**config.mk**
```make
export PLATFORM = sky130hd
export DESIGN_NAME = tdm_demux_1_4
export DESIGN_NICKNAME = d
export VERILOG_FILES = /design/src/rtl/tdm_demux_1_4.sv
export SDC_FILE = /design/constraint.sdc
export NUM_CORES = 1
export LEC_CHECK = 0
export ABC_AREA = 1
export BUFFER_PORTS_ARGS = -buffer_cell sky130_fd_sc_hd__buf_2
export CAP_MARGIN = 20
export CORE_AREA = 2 2 55 57
export CTS_CLUSTER_SIZE = 40
export DETAILED_ROUTE_END_ITERATION = 7
export DIE_AREA = 0 0 57 59
export MAX_ROUTING_LAYER = met4
export PLACE_DENSITY = 0.54
export SYNTH_ARGS = -nofsm -noshare
export SYNTH_HDL_FRONTEND = slang
export SYNTH_SLANG_ARGS = --single-unit
```
**constraint.sdc**
```tcl
create_clock -name clk -period 3.7 [get_ports clk]
set_input_delay 0 -clock clk [delete_from_list [all_inputs] [get_ports clk]]
set_output_delay 0 -clock clk [all_outputs]
set_load 0.05 [all_outputs]
```
**src/rtl/tdm_demux_1_4.sv**
```systemverilog
// -----------------------------------------------------------------------------
// tdm_demux_1_4
//
// Receive-side 1:4 time-division demultiplexer. Locks to a start-of-frame
// marker, steers each valid slot into its channel and presents the four
// channels together as one registered frame with a one-cycle strobe.
//
// Ports:
//   clk          rising-edge clock
//   rst          synchronous, active-high reset
//   din          slot sample
//   din_valid    din carries a slot this cycle (a "beat")
//   sof          marks din as slot 0 (ignored when din_valid=0)
//   y0..y3       channels 0..3 of the last completed frame
//   frame_valid  one-cycle pulse: y0..y3 just updated
//   locked       high once a sof has been seen (RUN state)
//   slot         slot index expected on the next beat
//   sync_err     one-cycle pulse on a sof arriving at slot 1..3
//   frame_cnt    completed frames, wraps modulo 2^CNT_W
// -----------------------------------------------------------------------------
module tdm_demux_1_4 #(
  parameter int WIDTH = 1,
  parameter int CNT_W = 8
) (
  input  logic             clk,
  input  logic             rst,
  input  logic [WIDTH-1:0] din,
  input  logic             din_valid,
  input  logic             sof,
  output logic [WIDTH-1:0] y0,
  output logic [WIDTH-1:0] y1,
  output logic [WIDTH-1:0] y2,
  output logic [WIDTH-1:0] y3,
  output logic             frame_valid,
  output logic             locked,
  output logic [1:0]       slot,
  output logic             sync_err,
  output logic [CNT_W-1:0] frame_cnt
);

  typedef enum logic {
    HUNT = 1'b0,
    RUN  = 1'b1
  } state_t;

  state_t           r_state;
  logic [1:0]       r_slot;
  logic [WIDTH-1:0] r_shadow0, r_shadow1, r_shadow2;
  logic [WIDTH-1:0] r_y0, r_y1, r_y2, r_y3;
  logic             r_frame_valid;
  logic             r_sync_err;
  logic             r_locked;
  logic [CNT_W-1:0] r_frame_cnt;

  // A sof on any slot other than 0 means the transmitter and we disagree
  // about frame alignment; the beat restarts the frame as its slot 0.
  logic w_resync;
  assign w_resync = sof && (r_slot != 2'd0);

  // NOTE: all state is updated with non-blocking assignments so every
  // register sees the pre-edge values of the others, regardless of order.
  always_ff @(posedge clk) begin
    if (rst) begin
      // NOTE: the shadow registers are reset too, so a partial frame can
      // never leak stale data into y0..y2 after a reset.
      r_state       <= HUNT;
      r_slot        <= 2'd0;
      r_shadow0     <= '0;
      r_shadow1     <= '0;
      r_shadow2     <= '0;
      r_y0          <= '0;
      r_y1          <= '0;
      r_y2          <= '0;
      r_y3          <= '0;
      r_frame_valid <= 1'b0;
      r_sync_err    <= 1'b0;
      r_locked      <= 1'b0;
      r_frame_cnt   <= '0;
    end else begin
      // Pulses default low; only a qualifying beat raises them again.
      r_frame_valid <= 1'b0;
      r_sync_err    <= 1'b0;

      if (din_valid) begin
        unique case (r_state)
          HUNT: begin
            // Beats before the first sof carry no alignment and are dropped.
            if (sof) begin
              r_shadow0 <= din;
              r_slot    <= 2'd1;
              r_locked  <= 1'b1;
              r_state   <= RUN;
            end
          end

          RUN: begin
            if (w_resync) begin
              // Abandon the partial frame; y0..y3 keep the last good frame.
              r_sync_err <= 1'b1;
              r_shadow0  <= din;
              r_slot     <= 2'd1;
            end else begin
              unique case (r_slot)
                2'd0: r_shadow0 <= din;
                2'd1: r_shadow1 <= din;
                2'd2: r_shadow2 <= din;
                2'd3: begin
                  // Last slot: publish the whole frame on a single edge.
                  r_y0          <= r_shadow0;
                  r_y1          <= r_shadow1;
                  r_y2          <= r_shadow2;
                  r_y3          <= din;
                  r_frame_valid <= 1'b1;
                  r_frame_cnt   <= r_frame_cnt + 1'b1;
                end
                default: ;
              endcase
              // Slot 3 wraps naturally to 0 in the 2-bit counter.
              r_slot <= r_slot + 2'd1;
            end
          end

          default: r_state <= HUNT;
        endcase
      end
    end
  end

  assign y0          = r_y0;
  assign y1          = r_y1;
  assign y2          = r_y2;
  assign y3          = r_y3;
  assign frame_valid = r_frame_valid;
  assign locked      = r_locked;
  assign slot        = r_slot;
  assign sync_err    = r_sync_err;
  assign frame_cnt   = r_frame_cnt;

endmodule

```
# Yosys cells after proc, flatten, opt, wreduce, memory -nomap -nowiden
# Cells that the tools add are included.
# classes
n_reduce_logical	11
bitwise_logic	3
mux	11
n_eq_ne	5
add_sub_neg	2
# op_table
cell	n
AND reduction 4 bit	3
adder 8 x 1 -> 8 bit (second input constant)	1
2-to-1 mux 1 bit	7
AND reduction 3 bit	2
equality test 2 bit (second input constant)	2
2-to-1 mux 2 bit	2
one-hot mux 2 bit (2 select lines)	1
OR reduction 4 bit	1
inequality test 3 x 1 -> 1 bit (second input constant)	1
NOT 1 bit	3
OR reduction 3 bit	1
adder 2 x 1 -> 2 bit (second input constant)	1
equality test 2 x 1 -> 1 bit (second input constant)	1
zero test 2 bit	1
inequality test 2 bit (second input constant)	1
one-hot mux 1 bit (2 select lines)	1
AND reduction 2 bit	1
nonzero test 2 bit	1
logical AND 1 bit	1
# word_totals
output_inout_bits	17
regBits	21

# Logic depth before layout (Yosys ltp)
# logic_depth
depth_word	4
mapped_depth	10
mapped_depth_nobuf	9

# Worst setup path before layout
# Ideal clock, no wire load.
# synth_path
kind	register to register
start	register r_slot[0], in the netlist slot[0]
end	register r_frame_cnt[7], in the netlist frame_cnt[7]
path_buffers	1
path_slack_ps	1970
arrival_time_ps	1614
setup_ps	117
synth_period_minus_slack_ps	1730
path_stages_with_launch	10
required_time_ps	3583
cell_sequence	dfxtp_1 inv_1 ha_1 inv_1 nand2_4 nand2_4 nor2_4 buf_6 a21oi_1 nor2_1
# synth_via
elab_chain_cells	4
elab_cells_between_ends	5
cone_classes	eq/ne: 1; bitwise: 1; reduce/logical: 3
# synth_lines
item	line	rtl
start: declaration	47	logic [1:0] r_slot;
start signal: assignment	119	r_slot <= r_slot + 2'd1;
nonzero test 2 bit	58	assign w_resync = sof && (r_slot != 2'd0);
logical AND 1 bit	58	
NOT 1 bit (no line)	-	
AND reduction 4 bit (no line) (*)	-	
end signal: assignment	114	r_frame_cnt <= r_frame_cnt + 1'b1;
end: declaration	53	logic [CNT_W-1:0] r_frame_cnt;
# Every way passes the cells marked *; elsewhere a longest branch is shown, timed or not.
# A chain may end at the register's enable or synchronous reset.

# Final worst setup path
# layout_path
start	register r_slot[0], in the netlist slot[0]
end	register r_frame_cnt[5], in the netlist frame_cnt[5]
# The elaborated chain is that of the path after synthesis.

==> flow_metrics.env <==
export IMPL_status="completed"
export IMPL_syn_area_per_cell_um2=7.63
export IMPL_r2r_start="slot[0]"
export IMPL_syn_cell_area_um2=923
export IMPL_final_setup_viol_count=0
export IMPL_grt_setup_unrepaired="no"
export IMPL_r2r_slack_ns=2.29
export IMPL_clk_pin_slew_ns=0.13
export IMPL_cts_made_buffers=3
export IMPL_ir_drop_mv=0.181
export IMPL_core_area_um2=2710
export IMPL_antenna_cells=0
export IMPL_cp_end_kind="flop"
export IMPL_slew_headroom_pct=81.0
export IMPL_fp_row_count=19
export IMPL_synthCells=121
export IMPL_fin_crit_ns=1.41
export IMPL_ant_nets=0
export IMPL_final_net_count=157
export IMPL_critical_path_peak_fanout=13
export IMPL_post_drt_via_cell_ratio=4.64
export IMPL_ys_warn_count=0
export IMPL_ys_seq_area_share_pct=45.5
export IMPL_yosysTopAreaCell="dfxtp_1"
export IMPL_clock_sinks=21
export IMPL_placed_cell_area_um2=1050
export IMPL_first_pass_iters=4
export IMPL_antenna_found_initial=0
export IMPL_cellPowerDensity_nw_per_um2=347
export IMPL_grt_pass1_wl_um=3080
export IMPL_die_h_um=59
export IMPL_grt_overflow_total=0
export IMPL_hp_class="input pin to flop"
export IMPL_htreeDepth=1
export IMPL_timing_final_crit_share_pct=38.1
export IMPL_numPortBuffers=21
export IMPL_fin_tns_setup_ns=0
export IMPL_grt_usage_pct=11.9
export IMPL_async_flop_share_pct=0
export IMPL_clock_root_buffer="clkbuf_4"
export IMPL_vias=822
export IMPL_cts_buffer_depth=2
export IMPL_grt_max_degree=14
export IMPL_final_core_util_pct=40.6
export IMPL_worstMarginPinSlew_ns=0.285
export IMPL_cts_resized=0
export IMPL_ctsHoldBuffers=2
export IMPL_grt_pass1_vias=735
export IMPL_timing_rr_end="frame_cnt[5]"
export IMPL_cts_setup_buffers=0
export IMPL_synthTopCellsByCount="nand2_1 (30), dfxtp_1 (21), a21oi_1 (17), nor2_1 (16), inv_1 (10)"
export IMPL_die_w_um=57
export IMPL_final_max_slew_viol_count=0
export IMPL_insertion_delay_ns=0.31
export IMPL_cts_tree="yes"
export IMPL_worstPathRequired_ns=3.91
export IMPL_syn_to_final_growth_pct=19.1
export IMPL_start_util_pct=34.1
export IMPL_dp_hpwl_um=1370
export IMPL_wl_per_cell_um=10.4
export IMPL_drive_gt1_share_pct=21.9
export IMPL_worst_endpoint_arrival_ns=1.62
export IMPL_leakage_nw=0.505
export IMPL_place_congestion=0.708
export IMPL_startpoint_type="flop"
export IMPL_reg2reg_depth=9
export IMPL_finalPower_mw=0.382
export IMPL_hold_viol_final=0
export IMPL_path_class="flop to flop"
export IMPL_drc=0
export IMPL_wl_um=1850
export IMPL_max_cap_violations=0
export IMPL_yosysMostFrequentCell="nand2_1"
export IMPL_cp_endpoint="frame_cnt[5]"
export IMPL_finalInstanceArea_um2=1100
export IMPL_ys_types=16
export IMPL_synthTopCellsByArea="dfxtp_1 (46%), nand2_1 (12%), a21oi_1 (9.2%)"
export IMPL_dieArea_um2=3360
export IMPL_boundaryPins=22
export IMPL_synth_fp_nets=131
export IMPL_crit_start="slot[0]"
export IMPL_drt_initial_drc_count=25
export IMPL_synth_edf_count=0
export IMPL_fmax_mhz=709
export IMPL_yosysTopAreaCellShare_pct=45.5
export IMPL_skew_ns=0.0105
export IMPL_ys_ff_latch=21
export IMPL_synthFlopType="dfxtp_1"
-- cell families after synthesis --
logic type | count (synthesis) | synth area share, %
buf+inv | 14 | 6.50
simple gates | 60 | 29.8
flops | 21 | 45.5
compound gates | 21 | 11.4
fa+ha+maj | 5 | 6.78
-- routing by layer --
layer	track usage [%]	wire (um)	share of wire [%]
met1	15.0	871	47
met2	19.0	880	48
met3	2.18	80	4.3
met4	4.98	12	0.65
met5	-	0	0
-- per-stage QoR --
step	std cells	worst slack, ns	hold slack, ns
6_report	177	2.29	0.00530
2_1_floorplan	121	1.97	0.0691
3_3_place_gp	171	2.38	0.275
4_1_cts	177	2.27	0.000949
5_1_grt	177	2.12	0.00720
3_5_place_dp	171	2.29	0.278
-- report_power, final --
part / switching (mW) / internal, mW / leakage [nW]
registers: 0.00243 / 0.230 / 0.170
logic: 0.0252 / 0.0105 / 0.317
clock network: 0.0732 / 0.0404 / 0.0177
total: 0.101 / 0.281 / 0.505
-- how the worst min path moves through the flow --
stage / start / to / slack, ns / depth (start not counted)
after floorplan: rst / r_shadow1 / 0.07 / 1
after global placement: din / r_shadow0 / 0.27 / 3
after detailed placement: din / r_shadow0 / 0.28 / 3
after CTS: sof / sync_err / 0.0009 / 3
after global routing: sof / sync_err / 0.007 / 3
final: rst / frame_valid / 0.005 / 2
-- registers in the layout, summed over array words and instances (netlist names) --
name / count
frame_cnt: 8
slot: 2
frame_valid: 1
locked: 1
r_shadow0: 1
r_shadow1: 1
r_shadow2: 1
r_state: 1
sync_err: 1
y0: 1
y1: 1
y2: 1
y3: 1
-- cell usage in the layout, fill, tap and decap left out --
| master | count |
|---|---|
| dfxtp_1 | 21 |
| nand2_4 | 2 |
| nor2_1 | 16 |
| inv_1 | 10 |
| a21oi_1 | 17 |
| nand2_1 | 30 |
| o21ai_0 | 4 |
| clkbuf_4 | 3 |
| nor3_1 | 1 |
| nand3_4 | 1 |
| dlygate4sd3_1 | 2 |
| buf_2 | 21 |
| nor2_4 | 1 |
| inv_2 | 2 |
| clkinv_2 | 1 |
| ha_1 | 5 |
| nand2_2 | 1 |
| nand3_1 | 8 |
-- layout make-up --
cell class                 count  area, um2
multi-input combinational     86        443
tap                           31       38.8
clock inverter                 1       5.00
inverter                      12       45.0
timing repair buffer          23        125
sequential                    21        420
fill                         303       1610
clock buffer                   3       22.5
-- worst max-delay path, cell delays in order, from the launching register on --
cell and delay, ns:
dfxtp_1 0.35, inv_1 0.12, ha_1 0.15, inv_1 0.07
nand2_4 0.10, nand2_4 0.06, nor2_4 0.24, nand3_1 0.12
nand2_1 0.08, nor2_1 0.04
Note: power is estimated with default switching activity, not from simulation.
